<file path="src/rtl/mod_n_cascade_counter_pkg.sv">
// Shared definitions for the cascaded modulo-N counter: digit width and
// parameter legality helpers.
package mod_cnt_pkg;

  localparam int MOD_MIN    = 2;
  localparam int MOD_MAX    = 256;
  localparam int DIGITS_MIN = 1;
  localparam int DIGITS_MAX = 8;

  function automatic int digit_w(input int mod);
    return $clog2(mod);
  endfunction

  function automatic bit mod_ok(input int mod);
    return (mod >= MOD_MIN) && (mod <= MOD_MAX);
  endfunction

  function automatic bit digits_ok(input int digits);
    return (digits >= DIGITS_MIN) && (digits <= DIGITS_MAX);
  endfunction

endpackage

</file>
<file path="src/rtl/mod_n_cascade_counter_digit.sv">
// One modulo-MOD digit: clear / load / step up or down, with end-of-range flags
// used by the ripple chain.
module mod_n_digit #(
  parameter int MOD = 6,
  parameter int W   = mod_cnt_pkg::digit_w(MOD)
) (
  input  logic         clk,
  input  logic         reset_n,
  input  logic         sync_clr,
  input  logic         step,
  input  logic         up_dn,
  input  logic         load,
  input  logic [W-1:0] ld_val,
  output logic [W-1:0] val,
  output logic         at_max,
  output logic         at_zero,
  output logic         ld_bad
);

  localparam logic [W:0]   MODV = (W+1)'(MOD);
  localparam logic [W-1:0] MAXV = W'(MOD - 1);

  logic [W-1:0] val_q, val_d;

  assign ld_bad  = ({1'b0, ld_val} >= MODV);
  assign at_max  = (val_q == MAXV);
  assign at_zero = (val_q == '0);
  assign val     = val_q;

  // Out-of-range values (only reachable via corruption) fold back on the next step.
  always_comb begin
    val_d = val_q;
    if (sync_clr)
      val_d = '0;
    else if (load)
      val_d = ld_bad ? '0 : ld_val;
    else if (step) begin
      if (up_dn)
        val_d = (val_q >= MAXV) ? '0 : val_q + W'(1);
      else
        val_d = (val_q == '0 || val_q > MAXV) ? MAXV : val_q - W'(1);
    end
  end

  always_ff @(posedge clk or negedge reset_n)
    if (!reset_n) val_q <= '0;
    else          val_q <= val_d;

endmodule

</file>
<file path="src/rtl/mod_n_cascade_counter.sv">
// Multi-digit modulo-MOD up/down counter with parallel load, combinational
// cascade carry (tc) and a registered full-range wrap pulse.
module mod_n_cascade_counter
  import mod_cnt_pkg::*;
#(
  parameter int MOD    = 6,
  parameter int DIGITS = 2,
  parameter int W      = digit_w(MOD)
) (
  input  logic                clk,
  input  logic                reset_n,
  input  logic                sync_clr,
  input  logic                en,
  input  logic                cin,
  input  logic                up_dn,
  input  logic                load,
  input  logic [DIGITS*W-1:0] load_val,
  output logic [DIGITS*W-1:0] count,
  output logic                tc,
  output logic                wrap,
  output logic                load_err
);

  if (!mod_ok(MOD)) begin : g_bad_mod
    $error("mod_n_cascade_counter: MOD out of range 2..256");
  end
  if (!digits_ok(DIGITS)) begin : g_bad_digits
    $error("mod_n_cascade_counter: DIGITS out of range 1..8");
  end

  logic [DIGITS-1:0][W-1:0] ld_v, cnt;
  logic [DIGITS-1:0]        at_max, at_zero, ld_bad;
  logic [DIGITS:0]          step_c;
  logic                     step;
  logic                     wrap_q, wrap_d, err_q, err_d;

  assign step      = en & cin;
  assign step_c[0] = step;
  assign ld_v      = load_val;

  // Ripple enable: digit i+1 steps only when every lower digit is at its end value.
  for (genvar i = 0; i < DIGITS; i++) begin : g_dig
    assign step_c[i+1] = step_c[i] & (up_dn ? at_max[i] : at_zero[i]);

    mod_n_digit #(.MOD(MOD), .W(W)) u_dig (
      .clk     (clk),
      .reset_n (reset_n),
      .sync_clr(sync_clr),
      .step    (step_c[i]),
      .up_dn   (up_dn),
      .load    (load),
      .ld_val  (ld_v[i]),
      .val     (cnt[i]),
      .at_max  (at_max[i]),
      .at_zero (at_zero[i]),
      .ld_bad  (ld_bad[i])
    );
  end

  assign count = cnt;
  assign tc    = step_c[DIGITS];

  always_comb begin
    wrap_d = 1'b0;
    err_d  = err_q;
    if (sync_clr)
      err_d = 1'b0;
    else if (load)
      err_d = err_q | (|ld_bad);
    else if (step)
      wrap_d = tc;
  end

  always_ff @(posedge clk or negedge reset_n)
    if (!reset_n) begin
      wrap_q <= 1'b0;
      err_q  <= 1'b0;
    end else begin
      wrap_q <= wrap_d;
      err_q  <= err_d;
    end

  assign wrap     = wrap_q;
  assign load_err = err_q;

endmodule
</file>
<file path="config.mk">
export PLATFORM = sky130hd
export DESIGN_NAME = mod_n_cascade_counter
export DESIGN_NICKNAME = d
export VERILOG_FILES = /design/src/rtl/mod_n_cascade_counter_pkg.sv /design/src/rtl/mod_n_cascade_counter_digit.sv /design/src/rtl/mod_n_cascade_counter.sv
export SDC_FILE = /design/constraint.sdc
export NUM_CORES = 1
export LEC_CHECK = 0
export BUFFER_PORTS_ARGS = -buffer_cell sky130_fd_sc_hd__clkbuf_2
export CAP_MARGIN = 20
export CORE_MARGIN = 2
export CORE_UTILIZATION = 40
export CTS_CLUSTER_SIZE = 12
export DETAILED_ROUTE_END_ITERATION = 8
export PLACE_DENSITY = 0.62
export SLEW_MARGIN = 20
export SYNTH_ARGS = -nofsm -noshare
export SYNTH_HDL_FRONTEND = slang
export SYNTH_SLANG_ARGS = --single-unit
</file>
<file path="constraint.sdc">
create_clock -name clk -period 2.6 [get_ports clk]
set_input_delay 0 -clock clk [delete_from_list [all_inputs] [get_ports clk]]
set_output_delay 0 -clock clk [all_outputs]
set_load 0.01 [all_outputs]
</file>
==> flow_metrics.py <==
metrics = {
    "grt": {
        "grt_pass1_vias": 664,
        "globalRoute.totalOverflow": 0,
        "grt_usage_pct": 18.99,
        "grt_start_max_net_pins": 18,
        "antenna_found_initial": 0,
        "grt_pass1_wl_mm": 3.015,
    },
    "floorplan": {
        "die_h_um": 48.08,
        "fp.dieW_um": 48.08,
        "ios": 22,
        "dieArea_um2": 2311,
        "rows": 15,
        "start_util_pct": 43.58,
        "core_um2": 1783,
    },
    "cells_and_area": {
        "multi_input_area_um2": 528.0,
        "drive_gt1_share_pct": 26.50,
        "nNetsFinal": 140,
        "diodes": 0,
        "fillerInstances": 176,
        "ff_latch_area_um2": 200.2,
        "syn_to_final_growth_pct": 19.97,
    },
    "critical_path": {
        "crit_fanout": 7,
        "critical_path_class": "register to output pin",
        "arrival_ns": 2.02,
        "cp-end-kind": "output pin",
        "crit_path_start_kind": "register",
        "cp.required_ns": 2.60,
    },
    "drt": {
        "vias_per_cell": 5.437,
        "drc": 0,
        "ant_nets": 0,
        "drtPass1Iterations": 4,
        "wl_per_cell_um": 12.74,
        "finalWirelength_mm": 1.809,
        "dr_total_vias": 772,
        "drtIter0Drc": 16,
    },
    "clock_tree": {
        "cts.sinks": 8,
        "cts_inserted_buffers": 3,
        "clk_latency_ns": 0.26,
        "cts_tree": "yes",
        "cts_buffer_depth": 2,
        "cts_setup_buffers": 0,
        "cts_root_buf": "clkbuf_4",
        "cts_max_level": 1,
        "path_clk_slew_ns": 0.06,
    },
    "outcome": {
        "status": "finished, final reports clean",
    },
    "power_and_ir_drop": {
        "p_leak_nw": 0.4166,
        "cellPowerDensity_nw_per_um2": 382.9,
        "irDropWorstVdd_mv": 0.2340,
    },
    "logic_synthesis": {
        "syn_inst": 96,
        "ys_ff_latch": 8,
        "synth-seq-area-share_pct": 25.76,
        "synthFlopType": "dfrtp_1",
        "ys_warn_count": 0,
        "synth_fp_nets": 117,
        "postSynthAreaPerCell_um2": 8.094,
        "synthesis.area_um2": 777.0,
        "synth.distinct_cells": 35,
        "synth_edf_count": 0,
        "async_flop_share_pct": 100.0,
    },
    "sta": {
        "slew_viol_final": 0,
        "setup_viol": 0,
        "rsz0062_at_grt": "false",
        "relSlewSlack_pct": 75.09,
        "finalHoldViolCount": 0,
        "finalCriticalPeriod_ns": 2.017,
        "fin_crit_sh_pct": 77.59,
        "tns_ns": 0,
        "tightestPinTransition_ns": 0.3737,
        "fin_skew_ns": 0.001242,
        "holdWs_ns": 0.01968,
        "max_freq_ghz": 0.4957,
    },
    "placement": {
        "hpwl_mm": 1.325,
        "place_congestion": 0.8051,
        "port_buffers": 21,
    },
    "worst_hold_path": {
        "hp-class": "primary input to register",
    },
    "run": {
        "drv_cap": 0,
    },
}
[Yosys cell counts (all sizes together), types with 2 or more instances]
master | n | share of area (%)
a21oi | 9 | 7.2
inv | 4 | 1.9
nand3 | 7 | 4.5
dfrtp | 8 | 26
nand2 | 8 | 3.9
nor2b | 2 | 1.6
buf | 4 | 3.4
a21boi | 2 | 2.4
nand2b | 6 | 4.8
ha | 8 | 13
o21ai | 7 | 4.5
or2 | 2 | 1.6
nor2 | 6 | 2.9
nor4 | 3 | 2.4
a211o | 2 | 2.3
clkbuf | 2 | 0.97
[cells in the final DEF (no fill, tap or decap)]
cell type and count:
mux2_2 1, dlygate4sd3_1 3, nor2_1 6, a31o_2 1, nand3b_1 1, o41ai_1 1
a221oi_1 1, nor4b_1 1, or3b_4 1, clkbuf_4 3, a221o_1 1, and3_1 1
nand2b_1 6, or2_2 2, and2_1 1, a21oi_1 8, nand2_1 8, inv_1 4
dfrtp_1 8, clkbuf_2 21, a31oi_1 1, nor4_1 3, o21ai_0 7, a21boi_1 1
nor3_1 1, ha_1 8, a21boi_2 1, nor2b_1 2, o22ai_1 1, mux2i_1 1
o311ai_0 1, nand3_1 7, a211o_1 2, a21oi_4 1, o211ai_1 1
[logic make-up after synthesis]
group | share of synthesized area [%]
muxes | 2.737
buffers and inverters | 6.279
DFF | 25.76
AOI/OAI and AO/OA | 24.80
adders and majority gates | 12.88
and+or+nand+nor | 27.54
[per-layer routing]
metal | routed length [um] | share of wire [%] | global-route usage, % | vias up
met2 | 744 | 41 | 25.87 | 32
met4 | 14 | 0.77 | 5.405 | 0
met1 | 922 | 51 | 28.57 | 347
li1 | - | - | - | 391
met3 | 126 | 7.0 | 5.660 | 2
met5 | 0 | 0 | 0 | -
[through the flow]
| stage | instance area, um^2 | worst slack (ns) | power [mW] | instances | utilization [%] |
|---|---|---|---|---|---|
| finish | 932.1 | 0.5826 | 0.3570 | 142 | 52.28 |
| floorplan | 777.0 | 0.8267 | 0.2219 | 96 | - |
| CTS | 932.1 | 0.5840 | 0.3601 | 142 | 52.28 |
| detailed placement | 879.6 | 0.7844 | 0.2545 | 136 | 49.33 |
| global placement | 879.6 | 0.8238 | 0.2522 | 136 | 49.33 |
| global route | 932.1 | 0.4612 | 0.3843 | 142 | 52.28 |
[flip-flops by register name, indices dropped and copies added (netlist names)]
| register | count |
|---|---|
| load_err | 1 |
| wrap | 1 |
| g_dig.u_dig.val | 6 |
[power by group]
part           total [mW]  leakage [nW]  internal, mW  switching (mW)
sequential          0.146         0.107         0.132          0.0139
combinational       0.111         0.296        0.0503          0.0610
clock              0.0999        0.0138        0.0531          0.0467
[worst max-delay path, cell delays in order (launching register included)]
cell      delay (ns)
dfrtp_1         0.44
inv_1           0.14
ha_1            0.20
or3b_4          0.40
a21oi_4         0.22
a21boi_2        0.20
clkbuf_2        0.14
[area by class of cell]
cell class / instances / share of cell area [%]
clock buffer: 3 / 2.416
timing repair buffer: 24 / 14.50
multi-input combinational: 78 / 56.64
tap: 25 / 3.356
sequential: 8 / 21.48
inverter: 4 / 1.611
[timing repair]
item,4_1_cts,5_1_grt
endpoints found under the hold margin,10,0
resized for setup,0,0
hold buffers,3,0
[final timing paths]
kind	cells past startpoint	from	end	slack (ns)
worst min register to register	2	load_err$_DFFE_PN0P_	load_err$_DFFE_PN0P_	0.50
worst max-delay path	6	g_dig[0].u_dig.val[0]$_DFFE_PN0P_	tc	0.58
worst max register to register	6	g_dig[0].u_dig.val[0]$_DFFE_PN0P_	g_dig[1].u_dig.val[1]$_DFFE_PN0P_	0.75
worst min-delay path	3	load_val[5]	g_dig[1].u_dig.val[2]$_DFFE_PN0P_	0.02
min in group asynchronous	2	reset_n	wrap$_DFF_PN0_	0.12
max in group asynchronous	2	reset_n	load_err$_DFFE_PN0P_	2.29
Power figures use the tool's default switching activity.
